--- config.mk ---
export PLATFORM = sky130hd
export DESIGN_NAME = branch_ex
export DESIGN_NICKNAME = d
export VERILOG_FILES = /design/src/rtl/branch_ex.sv
export SDC_FILE = /design/constraint.sdc
export NUM_CORES = 1
export LEC_CHECK = 0
export ABC_CLOCK_PERIOD_IN_PS = 13400
export BUFFER_PORTS_ARGS = -buffer_cell sky130_fd_sc_hd__buf_2
export CORE_UTILIZATION = 45
export CTS_BUF_LIST = sky130_fd_sc_hd__clkbuf_4 sky130_fd_sc_hd__clkbuf_8
export DETAILED_ROUTE_END_ITERATION = 8
export GPL_ROUTABILITY_DRIVEN = 0
export HOLD_SLACK_MARGIN = 0.12
export PLACE_DENSITY = 0.72
export SYNTH_ARGS = -nofsm -noshare
export SYNTH_HDL_FRONTEND = slang
export SYNTH_SLANG_ARGS = --single-unit
--- constraint.sdc ---
create_clock -name clk -period 13.4 [get_ports clk]
set_input_delay 0.67 -clock clk [delete_from_list [all_inputs] [get_ports clk]]
set_output_delay 0.67 -clock clk [all_outputs]
set_load 0.005 [all_outputs]
--- src/rtl/branch_ex.sv ---
// branch_ex: branch execution unit. Resolves condition, target and link for
// issued branches and buffers the results in a small circular queue that
// drains to fetch/commit over a valid/ready redirect handshake.

package branch_ex_pkg;

  localparam int unsigned DATA_W = 32;
  localparam int unsigned ADDR_W = 32;
  localparam int unsigned OP_W   = 4;

  // Branch opcodes; encodings outside this list behave like NOP.
  typedef enum logic [OP_W-1:0] {
    OP_NOP  = 4'd0,
    OP_BEQ  = 4'd1,
    OP_BNE  = 4'd2,
    OP_BLT  = 4'd3,
    OP_BGE  = 4'd4,
    OP_BLTU = 4'd5,
    OP_BGEU = 4'd6,
    OP_JAL  = 4'd7,
    OP_JALR = 4'd8
  } op_e;

  // One resolved branch as seen by fetch/commit.
  typedef struct packed {
    logic              taken;
    logic [ADDR_W-1:0] target;
    logic [DATA_W-1:0] link;
  } redir_t;

endpackage

module branch_ex
  import branch_ex_pkg::*;
#(
  parameter int unsigned DEPTH = 2,
  parameter int unsigned CNT_W = 16
) (
  input  logic              clk,
  input  logic              rst,
  input  logic              flush,
  input  logic              BranchWorkEn,
  input  logic [DATA_W-1:0] operandO,
  input  logic [DATA_W-1:0] operandT,
  input  logic [DATA_W-1:0] imm,
  input  logic [OP_W-1:0]   opCode,
  input  logic [ADDR_W-1:0] PC,
  output logic              BranchBusy,
  output logic              redirValid,
  input  logic              redirReady,
  output logic              redirTaken,
  output logic [ADDR_W-1:0] redirTarget,
  output logic [DATA_W-1:0] redirLink,
  output logic              overflowErr,
  output logic [CNT_W-1:0]  resolvedCnt,
  output logic [CNT_W-1:0]  takenCnt
);

  localparam int unsigned PTR_W  = (DEPTH > 1) ? $clog2(DEPTH) : 1;
  localparam int unsigned QCNT_W = $clog2(DEPTH + 1);

  // Queue state
  redir_t             r_mem [DEPTH];
  logic [PTR_W-1:0]   r_rd;
  logic [PTR_W-1:0]   r_wr;
  logic [QCNT_W-1:0]  r_cnt;

  // Registered outputs
  logic               r_valid;
  logic               r_busy;
  redir_t             r_head;
  logic               r_ovf;
  logic [CNT_W-1:0]   r_res_cnt;
  logic [CNT_W-1:0]   r_tkn_cnt;

  // Resolution datapath
  logic               w_op_ok;
  logic               w_taken;
  logic               w_eq;
  logic               w_lt_s;
  logic               w_lt_u;
  logic [ADDR_W-1:0]  w_pc4;
  logic [ADDR_W-1:0]  w_br_tgt;
  logic [ADDR_W-1:0]  w_jalr_sum;
  logic [ADDR_W-1:0]  w_jalr_tgt;
  redir_t             w_new;

  // Queue control
  logic               w_issue;
  logic               w_full;
  logic               w_pop;
  logic               w_push;
  logic               w_drop;
  logic [QCNT_W-1:0]  w_cnt_nxt;
  logic [PTR_W-1:0]   w_rd_nxt;
  logic [PTR_W-1:0]   w_wr_nxt;
  redir_t             w_head_nxt;

  assign w_eq       = (operandO == operandT);
  assign w_lt_s     = ($signed(operandO) < $signed(operandT));
  assign w_lt_u     = (operandO < operandT);
  assign w_pc4      = PC + ADDR_W'(4);
  assign w_br_tgt   = PC + imm;
  assign w_jalr_sum = operandO + imm;
  assign w_jalr_tgt = w_jalr_sum & ~ADDR_W'(1);

  // Decode opcode into a taken decision; unknown encodings are not pushed.
  always_comb begin
    w_op_ok = 1'b1;
    w_taken = 1'b0;
    case (opCode)
      OP_BEQ:  w_taken = w_eq;
      OP_BNE:  w_taken = !w_eq;
      OP_BLT:  w_taken = w_lt_s;
      OP_BGE:  w_taken = !w_lt_s;
      OP_BLTU: w_taken = w_lt_u;
      OP_BGEU: w_taken = !w_lt_u;
      OP_JAL:  w_taken = 1'b1;
      OP_JALR: w_taken = 1'b1;
      default: w_op_ok = 1'b0;
    endcase
  end

  // Assemble the result entry for the instruction currently on the inputs.
  always_comb begin
    w_new        = '0;
    w_new.taken  = w_taken;
    w_new.link   = w_pc4;
    if (!w_taken) begin
      w_new.target = w_pc4;
    end else if (opCode == OP_JALR) begin
      w_new.target = w_jalr_tgt;
    end else begin
      w_new.target = w_br_tgt;
    end
  end

  // Push/pop decisions and next queue state; flush beats any same-edge push.
  always_comb begin
    w_issue   = BranchWorkEn && w_op_ok;
    w_full    = (r_cnt == QCNT_W'(DEPTH));
    w_pop     = r_valid && redirReady;
    w_push    = w_issue && !flush && (!w_full || w_pop);
    w_drop    = w_issue && !flush && w_full && !w_pop;
    w_cnt_nxt = r_cnt;
    w_rd_nxt  = r_rd;
    w_wr_nxt  = r_wr;
    if (flush) begin
      w_cnt_nxt = '0;
      w_rd_nxt  = '0;
      w_wr_nxt  = '0;
    end else begin
      if (w_pop) begin
        w_rd_nxt = r_rd + PTR_W'(1);
      end
      if (w_push) begin
        w_wr_nxt = r_wr + PTR_W'(1);
      end
      if (w_push && !w_pop) begin
        w_cnt_nxt = r_cnt + QCNT_W'(1);
      end else if (!w_push && w_pop) begin
        w_cnt_nxt = r_cnt - QCNT_W'(1);
      end
    end
  end

  // Head entry after this edge; the entry being written may become the head.
  always_comb begin
    w_head_nxt = '0;
    if (w_cnt_nxt != '0) begin
      if (w_push && (r_wr == w_rd_nxt)) begin
        w_head_nxt = w_new;
      end else begin
        w_head_nxt = r_mem[w_rd_nxt];
      end
    end
  end

  // Queue storage; contents are qualified by the count, so no reset needed.
  always_ff @(posedge clk) begin
    if (w_push) begin
      r_mem[r_wr] <= w_new;
    end
  end

  // Control state, registered head view, error flag and statistics.
  always_ff @(posedge clk) begin
    if (!rst) begin
      r_rd      <= '0;
      r_wr      <= '0;
      r_cnt     <= '0;
      r_valid   <= 1'b0;
      r_busy    <= 1'b0;
      r_head    <= '0;
      r_ovf     <= 1'b0;
      r_res_cnt <= '0;
      r_tkn_cnt <= '0;
    end else begin
      r_rd    <= w_rd_nxt;
      r_wr    <= w_wr_nxt;
      r_cnt   <= w_cnt_nxt;
      r_valid <= (w_cnt_nxt != '0);
      r_busy  <= (w_cnt_nxt == QCNT_W'(DEPTH));
      r_head  <= w_head_nxt;
      if (w_drop) begin
        r_ovf <= 1'b1;
      end
      if (w_push) begin
        r_res_cnt <= r_res_cnt + CNT_W'(1);
        if (w_new.taken) begin
          r_tkn_cnt <= r_tkn_cnt + CNT_W'(1);
        end
      end
    end
  end

  assign BranchBusy  = r_busy;
  assign redirValid  = r_valid;
  assign redirTaken  = r_head.taken;
  assign redirTarget = r_head.target;
  assign redirLink   = r_head.link;
  assign overflowErr = r_ovf;
  assign resolvedCnt = r_res_cnt;
  assign takenCnt    = r_tkn_cnt;

endmodule

# Yosys cells after proc, flatten, opt, wreduce, memory -nomap -nowiden
# Memory sizes are Yosys's and may differ from the RTL's. A register that Yosys moved wholly into a read port is not among the register bits.
# Index checks and enable logic that the tools add are counted.
dict set report op_classes {
  n_addsub 9
  n_lt_le_gt_ge 2
  n_eq_ne 11
  n_mux 11
  n_bitwise 1
  reduce_logical 23
}
# cell n
set ops {}
lappend ops {{$add A32 B32 Y32} 2}
lappend ops {{$lt A32 B32 Y1} 2}
lappend ops {{$mux W32} 2}
lappend ops {{$add A16 B1 Y16 const B} 2}
lappend ops {{$add A32 B3 Y32 const B} 1}
lappend ops {{$eq A32 B32 Y1} 1}
lappend ops {{$eq A4 B3 Y1 const B} 4}
lappend ops {{$eq A4 B2 Y1 const B} 2}
lappend ops {{$logic_and A1 B1 Y1} 8}
lappend ops {{$logic_not A1 Y1} 8}
lappend ops {{$reduce_or A8 Y1} 1}
lappend ops {{$pmux W1 S7} 1}
lappend ops {{$mux W2} 3}
lappend ops {{$mux W1} 5}
lappend ops {{$eq A2 B2 Y1 const B} 2}
lappend ops {{$eq A4 B1 Y1 const B} 1}
lappend ops {{$eq A4 B4 Y1 const B} 1}
lappend ops {{$reduce_and A2 Y1} 2}
lappend ops {{$reduce_or A2 Y1} 2}
lappend ops {{$add A1 B1 Y1 const B} 2}
lappend ops {{$add A2 B1 Y2 const B} 1}
lappend ops {{$reduce_bool A2 Y1} 1}
lappend ops {{$sub A2 B1 Y2 const B} 1}
lappend ops {{$logic_or A1 B1 Y1} 1}
lappend ops {{$not A1 Y1} 1}
dict set report totals {
  register_bits 39
  ram_bits 130
  inputBits 137
  output_inout_bits 100
  wordCells 66
  memories 1
}
# name words word_bits read_ports rd_clocked_by_memory_dff write_ports line_no
set mem_list {}
lappend mem_list {r_mem 2 65 1 1 1 63} ;# redir_t r_mem [DEPTH];

# Longest topological paths before layout
# Gate-level depths: netlist of run 1.
dict set report logic_depth {
  ltp_word 14
  mapped_depth 13
  ltp_nobuf 12
}

# Worst setup path before layout of run 1
# No wires, ideal clock.
dict set report synth_timing {
  path_kind {in2reg}
  from {input opCode[1]}
  to {memory r_mem[0][0] (netlist name) (enable)}
  setup_ps 489
  arrival_time_ps 4603
  t_required_ps 12911
  slack_ps 8309
  path_stages 7
  n_path_buf 3
  path_cell_list {clkbuf_1 o31a_1 buf_2 nor3_2 nand2_1 clkbuf_1 nor2_1}
}
dict set report synth_between {
  elab_chain_len 8
}
# item line_no
set synth_rtl {}
lappend synth_rtl {{from (decl)} 46} ;# input logic [OP_W-1:0] opCode,
lappend synth_rtl {{$eq A4 B4 Y1, or another cell as far along} 111} ;# case (opCode)
lappend synth_rtl {{$reduce_or A8 Y1 (no line) *} --}
lappend synth_rtl {{$mux W1 *} 111}
lappend synth_rtl {{$logic_and A1 B1 Y1 *} 140} ;# w_issue = BranchWorkEn && w_op_ok;
lappend synth_rtl {{$logic_and A1 B1 Y1 * (2 in a row)} 143} ;# w_push = w_issue && !flush && (!w_full || w_pop);
lappend synth_rtl {{$mux W1 *} 181} ;# if (w_push) begin
lappend synth_rtl {{$mux W1 (implied by the code) *} 182} ;# r_mem[r_wr] <= w_new;
lappend synth_rtl {{to (decl)} 63}
# Every way passes the cells marked *; elsewhere a longest branch is shown, timed or not.

==> impl_metrics.tcl, run 1 <==
set metrics [dict create \
    status "finished, final reports clean" \
    period_share 0.285 \
    rsz0062_at_grt "false" \
    crit_type "in -> reg" \
    clk_latency_ns 0.52 \
    relSlewSlack 0.195 \
    fmax_mhz 262 \
    antenna_found_initial 4 \
    regToRegEndpoint "redirTarget[25]" \
    syn-num-nets 1717 \
    ir_drop_uv 61.9 \
    hold_end "r_mem[1][0]" \
    fin_skew_ns 0.0204 \
    reg2reg_from "redirValid" \
    cts_made_buffers 37 \
    ys_top_cells_by_area "edfxtp_1, dfxtp_1, ha_1" \
    start_util 0.462 \
    fp.dieArea_um2 32500 \
    fin_nets 1936 \
    syn_to_final_growth_pct 15.9 \
    gr-usage-all-layers 0.235 \
    dp_slack_ns 9.11 \
    wire_per_inst_um 18.5 \
    power_uw 1790 \
    ys_warn_count 0 \
    die_width_um 180 \
    swShare 0.289 \
    total_leakage_power_uw 0.00690 \
    clk_path_buf_depth 3 \
    post_drt_via_cell_ratio 5.72 \
    grt_max_degree 98 \
    fin_crit_ns 3.82 \
    clk_pin_slew_ns 0.06 \
    finalHoldViolations 0 \
    netSwitchingPower_uw 516 \
    critPathLaunchType "input port" \
    cts_resized 0 \
    slew_violations 0 \
    via_count 12200 \
    power.share.clock 0.335 \
    cts_root_buf "clkbuf_8" \
    async_flop_share 0 \
    cp-end-kind "register" \
    ys_seq_area_frac 0.419 \
    drtIter0Drc 967 \
    tightest_slew_ns 1.20 \
    fp.dieH_um 180 \
    post-route-drc-count 0 \
    holdPathStages 1 \
    holdBufCountCts 0 \
    reg2regPathDepth 10 \
    post_cts_buffers 0 \
    synth_common_cells "edfxtp_1, nand2_1, a21oi_1, dfxtp_1, nor2_1" \
    crit_arrival_ns 4.17 \
    cts_sinks 234 \
    fin_ws_ns 9.58 \
    nFillCells 2863 \
    p_per_area_nw_per_um2 108 \
    synth.ff_latch_count 234 \
    netlist_area_um2 14300 \
    drtPass1Iterations 5 \
    synthMostInstantiatedCell "edfxtp_1" \
    maxCapViolCount 0 \
    coreArea_um2 30900 \
    grt-ovfl-total 0 \
    postPlaceCellArea_um2 15800 \
    r2r_slack_ns 9.87 \
    cts_tree "yes" \
    cp_max_fo 40 \
    detail-route-antenna-nets 0 \
    syn_inst 1481 \
    synth-main-ff-cell "edfxtp_1" \
    setup_viol 0 \
    rows 64 \
    fin_util 0.536 \
    htree_levels 2 \
    finalWirelength_um 39400 \
    syn_area_per_cell_um2 9.65 \
    p_seq_frac 0.446 \
    ioPinCount 237 \
    hold_path.class "in -> reg" \
    grt_pass1_vias 11500 \
    hp-start "PC[0]" \
    synth_top_area_frac 0.273 \
    final_cell_area_um2 16600 \
    grt_pass1_wl_um 61300 \
    tns_ns 0 \
    yosysTopAreaCell "edfxtp_1" \
    synth_cell_types 81 \
    combPwrFrac 0.219 \
    worstPathRequired_ns 13.76 \
    synth_enable_flop_cells 130 \
    dp_hpwl_um 29300 \
    p_int_uw 1270 \
    drive_gt1_frac 0.198 \
    numPortBuffers 236 \
]
## flip-flops by register name (all words and copies together), names as in the netlist
register and flops:
r_mem 130, redirLink 32, redirTarget 32, resolvedCnt 16, takenCnt 16, r_cnt 2
BranchBusy 1, overflowErr 1, r_rd 1, r_wr 1, redirTaken 1, redirValid 1
## cells in the final DEF (no fill, tap or decap), drive strengths merged, types with 7 or more instances in the layout
master and instances:
a211oi 62, or3 12, o21ai 71, clkbuf 58, mux2i 72, o21bai 7
clkinv 7, nor4b 7, and2 13, nor4 10, nor2 104, and3 24
ha 97, a21oi 107, o211ai 11, nand3 39, edfxtp 130, mux2 13
xnor2 56, o21a 23, nor2b 20, nand2b 12, nand3b 7, a31oi 14
dfxtp 104, inv 77, nor3 25, nand4 24, nand2 108, buf 248
xor2 42, o31ai 9, a21o 24
## how the worst max path moves through the flow
stage                       startpoint         endpoint  slack, ns  cells past startpoint
final                     operandO[31]  redirTarget[28]       9.58                     13
after floorplan              opCode[1]      r_mem[0][0]       8.31                      7
after CTS                 operandO[31]  redirTarget[28]       9.67                     13
after global routing      operandO[31]  redirTarget[28]       9.37                     13
after global placement    operandO[31]  redirTarget[28]       9.19                     13
after detailed placement  operandO[31]  redirTarget[28]       9.11                     13
## critical path, cell delays in order
cell,delay (ns)
buf_2,0.12
ha_1,0.39
nand4_2,0.21
nor2_1,0.07
a221oi_1,0.53
and3_1,0.25
a32o_1,0.25
nor4b_4,0.07
buf_4,0.22
nor2_4,0.15
buf_4,0.48
o211ai_1,0.23
a311oi_1,0.52
## routing by layer
layer,up-vias,wire length [µm],GRT usage
met5,-,0,0
met4,0,900,0.0704
met3,55,2320,0.0275
met2,415,17700,0.373
met1,5754,18500,0.335
li1,5946,-,-
## cell families after synthesis
family / Yosys count / share of synthesized area
and+or+nand+nor: 422 / 0.149
AOI/OAI and AO/OA: 398 / 0.183
xor gates and xnor gates: 98 / 0.0600
muxes: 85 / 0.0617
adders and majority gates: 99 / 0.0877
DFF: 234 / 0.419
buffers and inverters: 145 / 0.0396
## power by group through the flow
stage | Sequential (µW) | Combinational, µW | Clock [µW]
2_1_floorplan | 813 | 258 | 0
3_3_place_gp | 813 | 375 | 0
3_5_place_dp | 813 | 384 | 0
4_1_cts | 798 | 387 | 611
5_1_grt | 799 | 429 | 640
6_report | 798 | 392 | 599
## final cells by class
type	instances	area, µm²	area share
well taps	396	495	0.0299
multi-input cells	1102	7780	0.469
inverters	77	289	0.0174
flip-flops and latches	234	5990	0.361
clock buffers	58	698	0.0421
clock inverters	9	43.8	0.00264
diodes	4	10.0	0.000604
repair buffers	248	1270	0.0767
## stage by stage
step | std cells | hold WS [ns]
after floorplan | 1481 | 0.459
after global routing | 2128 | 0.438
final | 2128 | 0.469
after global placement | 2057 | 0.465
after detailed placement | 2057 | 0.475
after CTS | 2124 | 0.427
(Power assumes the default switching activity.)
==> run 2, diff against run 1 <==
ABC_CLOCK_PERIOD_IN_PS = 3800   (was 13400)
clock period = 3.8 ns   (was 13.4 ns; I/O delays follow)
==> run 2 against run 1 <==
Effect of this change: count of clock-buffer cells in the layout shrank 2; global-route usage increased by 0.098 points; die area unchanged; clock power grew to 3.4 times the previous value; core utilization rose by 0.54 points; combinational power increased to 3.6 times the previous value; clock skew is 0.010 ns lower; first-iteration DRC count fell by 6.4%; via count grew 1.1%; critical path type unchanged; critical endpoint is now r_mem[0][62].
==> impl_metrics.tcl, run 2 (synthesis gave the netlist of run 1 again) <==
set metrics [dict create \
    status "finished, final reports clean" \
    via_count 12300 \
    cpMostUsedCell "o31ai_1" \
    numPortBuffers 236 \
    mostFrequentLayoutCell "buf_2" \
    met1_usage 0.335 \
    grt_pass1_vias 11700 \
    power_uw 6280 \
    htree_levels 2 \
    slowest_delay_ns 0.54 \
    mostFrequentLayoutCells "buf_2, edfxtp_1, nand2_1" \
    top_usage_layer "met2" \
    crit_arrival_ns 3.75 \
    finalWirelength_um 39500 \
    path_cells "dlygate4sd3_1 -> buf_2 -> ha_1 -> inv_1 -> fa_1 -> nor2b_1 -> o2111a_1 -> o31ai_1 -> o31ai_1 -> buf_4 -> a21oi_1 -> o21ai_0 -> mux2i_1 -> o22ai_1 -> o31ai_1" \
    largest_reg_flops 130 \
    drtIter0Drc 905 \
    fin_crit_ns 3.46 \
    grt_use_met2 0.368 \
    hold_path.class "in -> reg" \
    cp_max_fo 5 \
    cts_root_buf "clkbuf_8" \
    start_util 0.462 \
    tightest_slew_ns 1.18 \
    slew_violations 0 \
    period_share 0.911 \
    coreArea_um2 30900 \
    detail-route-antenna-nets 0 \
    antenna_found_initial 4 \
    dp_slack_ns 0.0261 \
    maxCapViolCount 0 \
    grt_max_degree 79 \
    dp_hpwl_um 30000 \
    grt.met3_usage 0.0295 \
    reg2regPathDepth 6 \
    holdPathStages 2 \
    total_leakage_power_uw 0.00699 \
    clk_pin_slew_ns 0.06 \
    clk_latency_ns 0.49 \
    post_drt_via_cell_ratio 5.74 \
    critPathLaunchType "input port" \
    crit_type "in -> reg" \
    fin_ws_ns 0.337 \
    cts_made_buffers 35 \
    drive_gt1_frac 0.202 \
    tns_ns 0 \
    setup_viol 0 \
    p_per_area_nw_per_um2 375 \
    post_cts_buffers 0 \
    final_cell_area_um2 16700 \
    fp.dieArea_um2 32500 \
    syn_to_final_growth_pct 17.1 \
    ioPinCount 237 \
    postPlaceCellArea_um2 15900 \
    worstPathRequired_ns 4.09 \
    drtPass1Iterations 5 \
    gr-usage-all-layers 0.236 \
    fp.dieH_um 180 \
    cts_sinks 234 \
    fin_nets 1953 \
    fmax_mhz 289 \
    post-route-drc-count 0 \
    ir_drop_uv 184 \
    clk_path_buf_depth 3 \
    wire_per_inst_um 18.4 \
    cp_slowest_cell "dlygate4sd3_1" \
    fin_skew_ns 0.00998 \
    rsz0062_at_grt "false" \
    cts_tree "yes" \
    die_width_um 180 \
    relSlewSlack 0.212 \
    grt_pass1_wl_um 61700 \
    grt-ovfl-total 0 \
    top_register "r_mem" \
    finalHoldViolations 0 \
    rows 64 \
    cp-end-kind "register" \
    cts_resized 0 \
]
[run 2: cell types whose count changed in the layout (fill, tap and decap cells not counted), sizes merged]
cell,change
inv,+1
clkbuf,-2
clkinv,-1
dlygate4sd3,+7
buf,+12
clkinvlp,-1
[run 2: per-stage QoR]
stage / std cells / util / hold WS, ns
after CTS: 2140 / 0.541 / 0.141
after global placement: 2069 / 0.516 / 0.463
final: 2144 / 0.542 / 0.172
after floorplan: 1481 / - / 0.269
after detailed placement: 2069 / 0.516 / 0.468
after global routing: 2144 / 0.542 / 0.152
[run 2: worst max-delay path, delay by kind of cell]
kind / cells / cell delay, ns
AO/OA/AOI/OAI: 7 / 1.59
buffers and inverters: 4 / 0.95
adder cells (fa/ha/maj): 2 / 0.59
multiplexers: 1 / 0.23
AND/OR/NAND/NOR: 1 / 0.21
[run 2: layout make-up]
class | instances | area [µm²]
fill | 2792 | 14200
multi-input combinational | 1102 | 7780
sequential | 234 | 5990
timing repair buffer | 267 | 1460
clock buffer | 56 | 683
tap | 396 | 495
inverter | 77 | 289
clock inverter | 8 | 41.3
antenna | 4 | 10.0
[run 2: power breakdown]
part	switching (µW)	internal [µW]
sequential	26.2	2780
combinational	857	551
clock	919	1140
total	1800	4480
[run 2: final timing paths]
path	startpoint	slack, ns	end
setup / recovery	PC[0]	0.34	r_mem[0][62]
hold / removal	PC[13]	0.17	r_mem[0][13]
setup reg to reg	redirValid	0.94	redirLink[0]
hold reg to reg	takenCnt[15]	0.48	takenCnt[15]
[run 2: timing repair]
action | in CTS | in global routing
endpoints found under the setup margin | 0 | 0
hold buffers | 7 | 0
hold endpoints to repair | 18 | 0
[run 2: layer usage]
metal | vias up | part of all wire | wire length [µm]
met5 | - | 0 | 0
met4 | 0 | 0.026 | 1040
met3 | 59 | 0.068 | 2700
met2 | 486 | 0.44 | 17500
met1 | 5770 | 0.46 | 18200
li1 | 5992 | - | -
